File: src/rtl/gate_bist_engine.sv
// Built-in self-test engine that sweeps every input pattern of a small gate and checks its truth table.
// Optional: define GATE_BIST_STOP_ON_FAIL_EN to end the run at the first mismatching index.
module gate_bist_engine #(
    parameter int                    N_IN   = 2,
    parameter int                    SETTLE = 1,
    parameter logic [(1<<N_IN)-1:0]  EXPECT = 4'b0111
) (
    input  logic                    clk,
    input  logic                    rst_n,
    input  logic                    start,
    output logic [N_IN-1:0]         dut_in,
    input  logic                    dut_out,
    output logic                    busy,
    output logic                    done,
    output logic                    pass,
    output logic [(1<<N_IN)-1:0]    captured,
    output logic [N_IN:0]           fail_cnt,
    output logic [N_IN-1:0]         fail_idx
);

    localparam int NUM_IDX    = 1 << N_IN;
    localparam int SETTLE_EFF = (SETTLE < 1) ? 1 : SETTLE;
    localparam int CW         = (SETTLE_EFF > 1) ? $clog2(SETTLE_EFF) : 1;
    localparam logic [CW-1:0]   CNT_RELOAD = CW'(SETTLE_EFF - 1);
    localparam logic [N_IN-1:0] IDX_MAX    = N_IN'(NUM_IDX - 1);

    typedef enum logic [1:0] {
        S_IDLE,
        S_SETTLE,
        S_SAMPLE,
        S_DONE
    } state_t;

    state_t              state, state_n;
    logic [N_IN-1:0]     idx, idx_n;
    logic [CW-1:0]       cnt, cnt_n;
    logic [N_IN-1:0]     dut_in_n;
    logic                busy_n;
    logic                pass_n;
    logic [NUM_IDX-1:0]  captured_n;
    logic [N_IN:0]       fail_cnt_n;
    logic [N_IN-1:0]     fail_idx_n;
    logic                mismatch;
    logic                stop;

    always_ff @(posedge clk) begin
        if (!rst_n) begin
            state    <= S_IDLE;
            idx      <= '0;
            cnt      <= '0;
            dut_in   <= '0;
            busy     <= 1'b0;
            pass     <= 1'b0;
            captured <= '0;
            fail_cnt <= '0;
            fail_idx <= '0;
        end else begin
            state    <= state_n;
            idx      <= idx_n;
            cnt      <= cnt_n;
            dut_in   <= dut_in_n;
            busy     <= busy_n;
            pass     <= pass_n;
            captured <= captured_n;
            fail_cnt <= fail_cnt_n;
            fail_idx <= fail_idx_n;
        end
    end

    // pass is resolved on the SAMPLE->DONE transition so it already includes the last sample during the done pulse
    always_comb begin
        state_n    = state;
        idx_n      = idx;
        cnt_n      = cnt;
        dut_in_n   = dut_in;
        busy_n     = busy;
        pass_n     = pass;
        captured_n = captured;
        fail_cnt_n = fail_cnt;
        fail_idx_n = fail_idx;
        mismatch   = 1'b0;
        stop       = 1'b0;
        done       = 1'b0;

        case (state)
            S_IDLE: begin
                if (start) begin
                    idx_n      = '0;
                    dut_in_n   = '0;
                    cnt_n      = CNT_RELOAD;
                    captured_n = '0;
                    fail_cnt_n = '0;
                    fail_idx_n = '0;
                    pass_n     = 1'b0;
                    busy_n     = 1'b1;
                    state_n    = S_SETTLE;
                end
            end
            S_SETTLE: begin
                if (cnt == '0) begin
                    state_n = S_SAMPLE;
                end else begin
                    cnt_n = cnt - 1'b1;
                end
            end
            S_SAMPLE: begin
                captured_n[idx] = dut_out;
                mismatch        = (dut_out != EXPECT[idx]);
                if (mismatch) begin
                    fail_cnt_n = fail_cnt + 1'b1;
                    if (fail_cnt == '0) begin
                        fail_idx_n = idx;
                    end
                end
`ifdef GATE_BIST_STOP_ON_FAIL_EN
                stop = (idx == IDX_MAX) || mismatch;
`else
                stop = (idx == IDX_MAX);
`endif
                if (stop) begin
                    pass_n  = (fail_cnt_n == '0);
                    state_n = S_DONE;
                end else begin
                    idx_n    = idx + 1'b1;
                    dut_in_n = idx + 1'b1;
                    cnt_n    = CNT_RELOAD;
                    state_n  = S_SETTLE;
                end
            end
            S_DONE: begin
                done     = 1'b1;
                pass_n   = (fail_cnt == '0);
                busy_n   = 1'b0;
                dut_in_n = '0;
                state_n  = S_IDLE;
            end
            default: begin
                state_n = S_IDLE;
            end
        endcase
    end

endmodule

File: config.mk
export PLATFORM = sky130hd
export DESIGN_NAME = gate_bist_engine
export DESIGN_NICKNAME = d
export VERILOG_FILES = /design/src/rtl/gate_bist_engine.sv
export SDC_FILE = /design/constraint.sdc
export NUM_CORES = 1
export LEC_CHECK = 0
export ABC_AREA = 1
export BUFFER_PORTS_ARGS = -buffer_cell sky130_fd_sc_hd__buf_4
export CAP_MARGIN = 20
export CORE_MARGIN = 2
export CORE_UTILIZATION = 52
export DETAILED_ROUTE_END_ITERATION = 12
export MAX_ROUTING_LAYER = met4
export PLACE_DENSITY = 0.8
export SYNTH_ARGS = -nofsm -noshare
export SYNTH_HDL_FRONTEND = slang
export SYNTH_SLANG_ARGS = --single-unit
File: constraint.sdc
create_clock -name clk -period 2.1 [get_ports clk]
set_input_delay 0.525 -clock clk [delete_from_list [all_inputs] [get_ports clk]]
set_output_delay 0.525 -clock clk [all_outputs]
set_load 0.05 [all_outputs]
======== Word level (Yosys, flattened, before mapping) ========
Index checks and enable logic that the tools add are counted.
cells by class
  $lt $le $gt $ge ......................... 2
  reductions and logical operators ........ 16
  equal/unequal tests ..................... 11
  muxes and demuxes ....................... 31
  add/subtract/negate cells ............... 3
operators with widths
  cell                 count
  $mux 2               7
  $ne 2x2->1 const B   6
  $reduce_and 3->1     4
  $mux 3               3
  $mux 1               8
  $pmux 2 s2           2
  $pmux 2 s4           1
  $pmux 4 s2           1
  $eq 2x2->1 const B   3
  $logic_not 3->1      2
  $pmux 1 s3           2
  $pmux 2 s3           1
  $pmux 3 s2           1
  $reduce_and 2->1     3
  $reduce_bool 3->1    2
  $bwmux 4             1
  $mux 4               1
  $reduce_and 4->1     1
  $reduce_bool 2->1    2
  $add 3x1->3 const B  1
  $lt 2x3->1 const B   1
  $add 2x1->2 const B  1
  $bmux 1 s2           1
  $demux 1 s2          1
  other kinds (7)      7
storage, ports and cells
  bits in registers ....................... 18
  input bits .............................. 4
  output and inout bits ................... 14

======== Longest topological paths before layout ========
Gate-level depths: netlist of the first run.
  word-level depth ........................ 8
  mapped depth ............................ 9
  mapped depth without buffers ............ 9

======== Worst setup path before layout of the first run ========
OpenSTA, ideal clock, no wires.
  path type ............................... reg2reg
  from .................................... reg fail_cnt[0]
  to ...................................... reg pass
  required time ........................... 2030 ps
  setup slack ............................. 566 ps
  cell stages (with the launch flop) ...... 8
  arrival time ............................ 1464 ps
  path through ............................ dfxtp_1 inv_1 ha_1 nand2_1 o21ai_0 nor2_1 nand2_1 a21oi_1
on the way
  cells in the longest elaborated chain, start to end .. 6
  elaborated cells between the ends (all ways) .. 7
  classes of those cells .................. 1 x add/sub; 4 x mux; 2 x reduce/logical
RTL lines
  item                      RTL line  source
  start: declaration        17        output logic [N_IN:0] fail_cnt,
  start signal: assignment  65        fail_cnt <= fail_cnt_n;
  $add 3x1->3               110       fail_cnt_n = fail_cnt + 1'b1;
  $mux 3                    109       if (mismatch) begin
  $mux 3                    85        case (state)
  $logic_not 3->1           121       pass_n = (fail_cnt_n == '0);
  $mux 1                    120       if (stop) begin
  $pmux 1 s3 (*)            85
  end signal: assignment    63        pass <= pass_n;
  end: declaration          15        output logic pass,
Mark *: on every way between the ends. The rest lies on a longest branch, timed or not. The select of a mux whose other input is x is not followed.
A chain may end at the register's enable or synchronous reset.

======== Worst setup path in the final report of the first run ========
  from .................................... reg idx[0]
  to ...................................... reg fail_idx[0]
on the way
  cells in the longest elaborated chain, start to end .. 5
  elaborated cells between the ends (all ways) .. 8
  classes of those cells .................. 2 x eq/ne; 5 x mux; 1 x reduce/logical
RTL lines
  item                          RTL line  source
  start: declaration            35        logic [N_IN-1:0] idx, idx_n;
  start signal: assignment      59        idx <= idx_n;
  $bmux 1 s2                    108       mismatch = (dut_out != EXPECT[idx]);
  $mux 1 (implied by the code)  108
  $ne 1x1->1                    108
  $ne 2x2->1 (no line)          n/a
  $reduce_and 4->1 (no line)    n/a
  end signal: assignment        66        fail_idx <= fail_idx_n;
  end: declaration              18        output logic [N_IN-1:0] fail_idx
Several ways; a longest one is shown, not always the timed one. The select of a mux whose other input is x is not followed.

==> reports/qor.txt, run 1 <==
share of cells above drive strength 1 -> 0.199
gr usage total -> 0.208
Buffers on Ports -> 17
status -> finished, final reports clean
IO Count -> 18
sequential area share after synthesis -> 0.385
final cell count without fillers -> 162
global route overflow -> 0
final-report hold violation count -> 0
multiplexer share of the synthesized area -> 0
Synthesis Warnings -> 0
most instantiated cells after synthesis -> nand2_1 (37), dfxtp_1 (17), a21oi_1 (14), inv_1 (14), nor2_1 (12)
beginning of the worst hold path -> dut_in[0]
fin crit share -> 0.806
DR pass1 iterations -> 4
clock slew at reported path FFs -> 0.10 ns
Reg2Reg Setup Slack -> 0.41 ns
Post-synth EDFFs -> 0
largest family of logic cells by synthesized area -> simple AND/OR/NAND/NOR gates
post-CTS resize count -> 0
PD cells -> 636 nW/um2
reg2reg start -> idx[0]
FF-to-FF path depth -> 8
DIE WIDTH -> 45.2 um
RSZ-0062 raised after global routing -> no
most frequent cell after synthesis -> nand2_1
Clock Skews -> 0.00325 ns
utilization after layout -> 0.672
DR iter-0 viols -> 38
library cells used by synthesis -> 18
final hold slack -> 0.470 ns
area growth from synthesis to layout -> 18.4%
Post-Synthesis Cell Area -> 885 um2
Max-Cap Viols -> 0
crit-path max FO -> 6
initial antenna violation count -> 0
DRT Wirelength -> 1830 um
Filler cells -> 135
fin crit period -> 1.69 ns
slew margin rel. -> 0.675
ant diodes -> 0
clk_lat worst skew -> 0.29 ns
# rows -> 14
global-route wire length before repair -> 3010 um
Async S/R FF share, synth -> 0
max frequency -> 591 MHz
Min-Delay Path Depth -> 2
CP Data Required Time -> 2.30 ns
via count -> 841
Max Slew Vio Count -> 0
Synth Area in Adders -> 0.0990
Worst Path Arrival -> 1.89 ns
Area contributors post-synth -> dfxtp_1 (38%), nand2_1 (16%), ha_1 (9.9%)
Startpoint Class -> flop
final setup TNS -> 0 ns
xor-xnor portion of the synthesized cell area -> 0
Post-synth top flop -> dfxtp_1
Setup violations, final -> 0
slew at the pin closest to its max-slew limit -> 0.487 ns
Yosys top cell area share -> 0.385
Die Height -> 45.2 um
Leak Pwr -> 0.000505 uW
clock buffer depth -> 2
Post-Syn Area per Cell -> 7.02 um2
syn nets -> 137
TritonCTS Buffers -> 3
Synth area leader -> dfxtp_1
CTS tree -> done
simple-gate share of the synthesized area -> 0.324
core box area -> 1560 um2
Starting Density -> 0.567
HP Class -> flop to flop
CP Capture Type -> flop
H-tree level count -> 1
post-synthesis compound-gate area fraction -> 0.107
Final #Nets -> 158
CTS Root Cell -> clkbuf_4
hold_buf cts -> 0
Crit Path Category -> flop to flop
DP Cell Count -> 158
Cells after Synth -> 126
global placement routability congestion -> 0.857
setup bufs post-CTS -> 0
DRT antenna net count -> 0
vias in the first global route -> 731
HPWL Detailed -> 1410 um
clock sinks -> 17
Peak VDD IR -> 0.431 mV
DRC -> 0
wire per inst -> 11.3 um
vias per cell -> 5.19
worst r2r dst -> fail_idx[0]
Worst Hold End -> dut_in[0]
number of synthesized register bits -> 17
area of the die -> 2050 um2
largest net degree at the start of global routing -> 12
[kinds of logic after synthesis]
kind of cell / Yosys count
fa+ha+maj: 7
flops: 17
buf+inv: 18
compound gates: 19
simple gates: 65
[sequential cells by signal, summed over array words and instances (netlist names)]
register  flops
busy          1
captured      4
dut_in        2
fail_cnt      3
fail_idx      2
idx           2
pass          1
state         2
[per-stage QoR]
step | cell area (um2) | total power (uW) | worst slack, ns
after global routing | 1050 | 696 | 0.246
after floorplan | 885 | 457 | 0.566
final | 1050 | 666 | 0.408
after global placement | 1020 | 493 | 0.458
after CTS | 1050 | 669 | 0.417
after detailed placement | 1020 | 496 | 0.394
[cell usage in the layout, fill, tap and decap left out, drive strengths merged]
cell,n
a21oi,14
buf,17
clkbuf,4
clkinv,1
dfxtp,17
ha,7
inv,16
nand2,42
nand3,6
nor2,13
nor3,2
nor3b,2
o21ai,5
[metal layers]
| layer | GRT usage | up-vias | share of wire |
|---|---|---|---|
| met3 | 0.0240 | 6 | 0.048 |
| met1 | 0.243 | 373 | 0.45 |
| met5 | - | - | 0 |
| met4 | 0.0882 | 0 | 0.017 |
| li1 | - | 436 | - |
| met2 | 0.357 | 26 | 0.49 |
[worst max-delay path by stage]
stage | start | to | slack, ns | cells past startpoint
after global placement | dut_out | fail_idx[0] | 0.46 | 8
after floorplan | fail_cnt[0] | pass | 0.57 | 7
after detailed placement | dut_out | fail_idx[0] | 0.39 | 8
final | idx[0] | fail_idx[0] | 0.41 | 8
after global routing | idx[0] | fail_idx[0] | 0.25 | 8
after CTS | idx[0] | fail_idx[0] | 0.42 | 8
[power breakdown]
group | total [uW] | switching [uW] | internal (uW)
registers | 348 | 10.8 | 337
logic | 141 | 99.6 | 41.8
clock network | 177 | 103 | 74.0
total | 666 | 213 | 453
[worst max-delay path, stage by stage (launching register included)]
cell     delay (ns)
dfxtp_1        0.42
ha_1           0.26
ha_1           0.28
inv_1          0.15
nand3_1        0.08
o21ai_0        0.23
nand2_1        0.08
nand2_1        0.06
nor2_1         0.03
[final cells by class]
cell class / count / area, um2 / area share
Clock buffer: 4 / 26.3 / 0.0251
Inverter: 17 / 63.8 / 0.0609
Multi-Input combinational cell: 91 / 469 / 0.448
Sequential cell: 17 / 340 / 0.325
Tap cell: 16 / 20.0 / 0.0191
Timing Repair Buffer: 17 / 128 / 0.122
Power figures use the tool's default switching activity.
==> run 2, diff against run 1 <==
--- a/config.mk
+++ b/config.mk
@@ -5,14 +5,14 @@
 export SDC_FILE = /design/constraint.sdc
 export NUM_CORES = 1
 export LEC_CHECK = 0
-export ABC_AREA = 1
+export ABC_AREA = 0
 export BUFFER_PORTS_ARGS = -buffer_cell sky130_fd_sc_hd__buf_4
 export CAP_MARGIN = 20
 export CORE_MARGIN = 2
-export CORE_UTILIZATION = 52
+export CORE_UTILIZATION = 53
 export DETAILED_ROUTE_END_ITERATION = 12
 export MAX_ROUTING_LAYER = met4
-export PLACE_DENSITY = 0.8
+export PLACE_DENSITY = 0.81
 export SYNTH_ARGS = -nofsm -noshare
 export SYNTH_HDL_FRONTEND = slang
 export SYNTH_SLANG_ARGS = --single-unit
==> constraint.sdc (replaced) <==
create_clock -name clk -period 1.74 [get_ports clk]
set_input_delay 0.435 -clock clk [delete_from_list [all_inputs] [get_ports clk]]
set_output_delay 0.435 -clock clk [all_outputs]
set_load 0.05 [all_outputs]
==> run 2 against run 1 <==
Effect of this change: die area grew 2.7%; via count shrank 7.6%; wire length grew 1.9%; critical path type unchanged; setup slack lost 0.30 ns; first-iteration DRC count shrank 61%; global-route usage shrank 0.48 points; largest power group unchanged; clock skew grew 0.0021 ns; area after synthesis grew 5.0%; critical path depth shrank 2; synthesized cell count shrank 18%; fmax grew 3.5%; sequential power grew 19%.
==> reports/qor.txt, run 2 <==
status -> finished, final reports clean
Post-synth top flop -> dfxtp_1
share of cells above drive strength 1 -> 0.276
sequential area share after synthesis -> 0.367
vias in the first global route -> 673
most frequent cell after synthesis -> dfxtp_1
Top reg by flops -> captured
crit-path max FO -> 6
TritonCTS Buffers -> 3
number of synthesized register bits -> 17
Reg2Reg Setup Slack -> 0.11 ns
clock sinks -> 17
clk_lat worst skew -> 0.29 ns
P_sw -> 216 uW
commonest non-fill, non-tap cell in the layout -> buf_4
hold_buf cts -> 0
clock slew at reported path FFs -> 0.10 ns
# rows -> 15
vias per cell -> 5.55
DRT Wirelength -> 1870 um
HPWL Detailed -> 1390 um
Max Slew Vio Count -> 0
Max-Cap Viols -> 0
DR pass1 iterations -> 4
DRT antenna net count -> 0
Synthesis Warnings -> 0
global placement routability congestion -> 0.845
Flop pwr share -> 0.545
library cells used by synthesis -> 35
global route overflow -> 0
Startpoint Class -> flop
Synth area leader -> dfxtp_1
CTS tree -> done
final setup TNS -> 0 ns
CP Capture Type -> flop
global-route wire length before repair -> 2880 um
via count -> 777
DR iter-0 viols -> 15
area growth from synthesis to layout -> 22.0%
Crit Path Category -> flop to flop
initial antenna violation count -> 0
Internal Power -> 544 uW
DIE WIDTH -> 45.9 um
most instantiated cells after synthesis -> dfxtp_1 (17), nor2b_1 (15), ha_1 (7)
ant diodes -> 0
H-tree level count -> 1
slew margin rel. -> 0.771
Peak VDD IR -> 0.566 mV
largest net degree at the start of global routing -> 16
CTS Root Cell -> clkbuf_4
Clock Skews -> 0.00530 ns
Setup violations, final -> 0
Clock power frac -> 0.285
Yosys top cell area share -> 0.367
Die Height -> 45.9 um
fin crit share -> 0.939
HP Class -> input pin to flop
IO Count -> 18
Worst Path Arrival -> 1.82 ns
syn nets -> 114
CP Data Required Time -> 1.93 ns
PD cells -> 671 nW/um2
most frequent cells in the layout -> buf_4 (21), nor2b_1 (15), dfxtp_1 (13)
RSZ-0062 raised after global routing -> no
Buffers on Ports -> 17
Post-synth EDFFs -> 0
max frequency -> 612 MHz
Cells after Synth -> 103
combinational group share of total power -> 0.169
Largest register FFs -> 4
DRC -> 0
final-report hold violation count -> 0
Post-Synthesis Cell Area -> 928 um2
Post-Syn Area per Cell -> 9.01 um2
area of the die -> 2100 um2
core box area -> 1690 um2
Starting Density -> 0.550
final hold slack -> 0.459 ns
Filler cells -> 136
biggest regs -> captured (4), fail_cnt (3)
gr usage total -> 0.203
switching fraction of total power -> 0.284
wire per inst -> 13.3 um
Final #Nets -> 135
Leak Pwr -> 0.000469 uW
slew at the pin closest to its max-slew limit -> 0.343 ns
fin crit period -> 1.63 ns
clock buffer depth -> 2
Async S/R FF share, synth -> 0
Area contributors post-synth -> dfxtp_1 (37%), nor2b_1 (10%), ha_1 (9.4%)
run 2: stage by stage:
step / worst slack (ns) / util / power [uW] / std cells / cell area [um2]
CTS: 0.00651 / 0.659 / 762 / 140 / 1110
detailed placement: -0.00995 / 0.643 / 549 / 136 / 1090
global placement: 0.0176 / 0.643 / 546 / 136 / 1090
finish: 0.105 / 0.670 / 760 / 140 / 1130
global route: 0.0407 / 0.670 / 790 / 140 / 1130
floorplan: 0.0735 / - / 513 / 103 / 931
run 2: cell families (layout without fill, tap and decap cells):
kind of cell,after synthesis,after routing,synth area share
simple gates,35,35,0.228
compound gates,30,30,0.229
flops,17,17,0.367
buf+inv,11,31,0.0498
fa+ha+maj,7,7,0.0943
mux,2,2,0.0229
xor+xnor,1,1,0.00944
run 2: final cells by class:
type,instances,area [um2],area share
Clock buffer,4,26.3,0.0232
Inverter,6,22.5,0.0199
Multi-Input combinational cell,75,559,0.494
Sequential cell,17,345,0.305
Tap cell,17,21.3,0.0188
Timing Repair Buffer,21,158,0.139
run 2: critical path: stages, from the launching register on:
cell      delay [ns]
dfxtp_1         0.33
ha_1            0.23
ha_4            0.31
and4bb_1        0.22
and2_1          0.17
a22oi_1         0.20
nor2b_1         0.07
run 2: metal layers:
layer / GRT usage / share of wire / vias to the layer above
li1: - / - / 400
met1: 0.239 / 0.45 / 355
met2: 0.297 / 0.49 / 18
met3: 0.0476 / 0.046 / 4
met4: 0.149 / 0.021 / 0
met5: - / 0 / -
run 2: timing repair:
action	in CTS	in global routing
endpoints found under the setup margin	1	4
endpoints found under the hold margin	0	0
buffers inserted	0	0
gates resized for setup	1	4
run 2: power groups by stage:
stage / clock (uW) / combinational (uW) / sequential (uW)
global placement: 0 / 124 / 422
detailed placement: 0 / 126 / 423
CTS: 222 / 127 / 414
finish: 217 / 129 / 414
floorplan: 0 / 70.2 / 443
global route: 233 / 140 / 417
run 2: worst paths after layout:
path,start,endpoint,cells after the start
min reg2reg,busy,busy,2
max,idx[0],fail_idx[0],6
min,rst_n,state[0],2
max reg2reg,idx[0],fail_idx[0],6
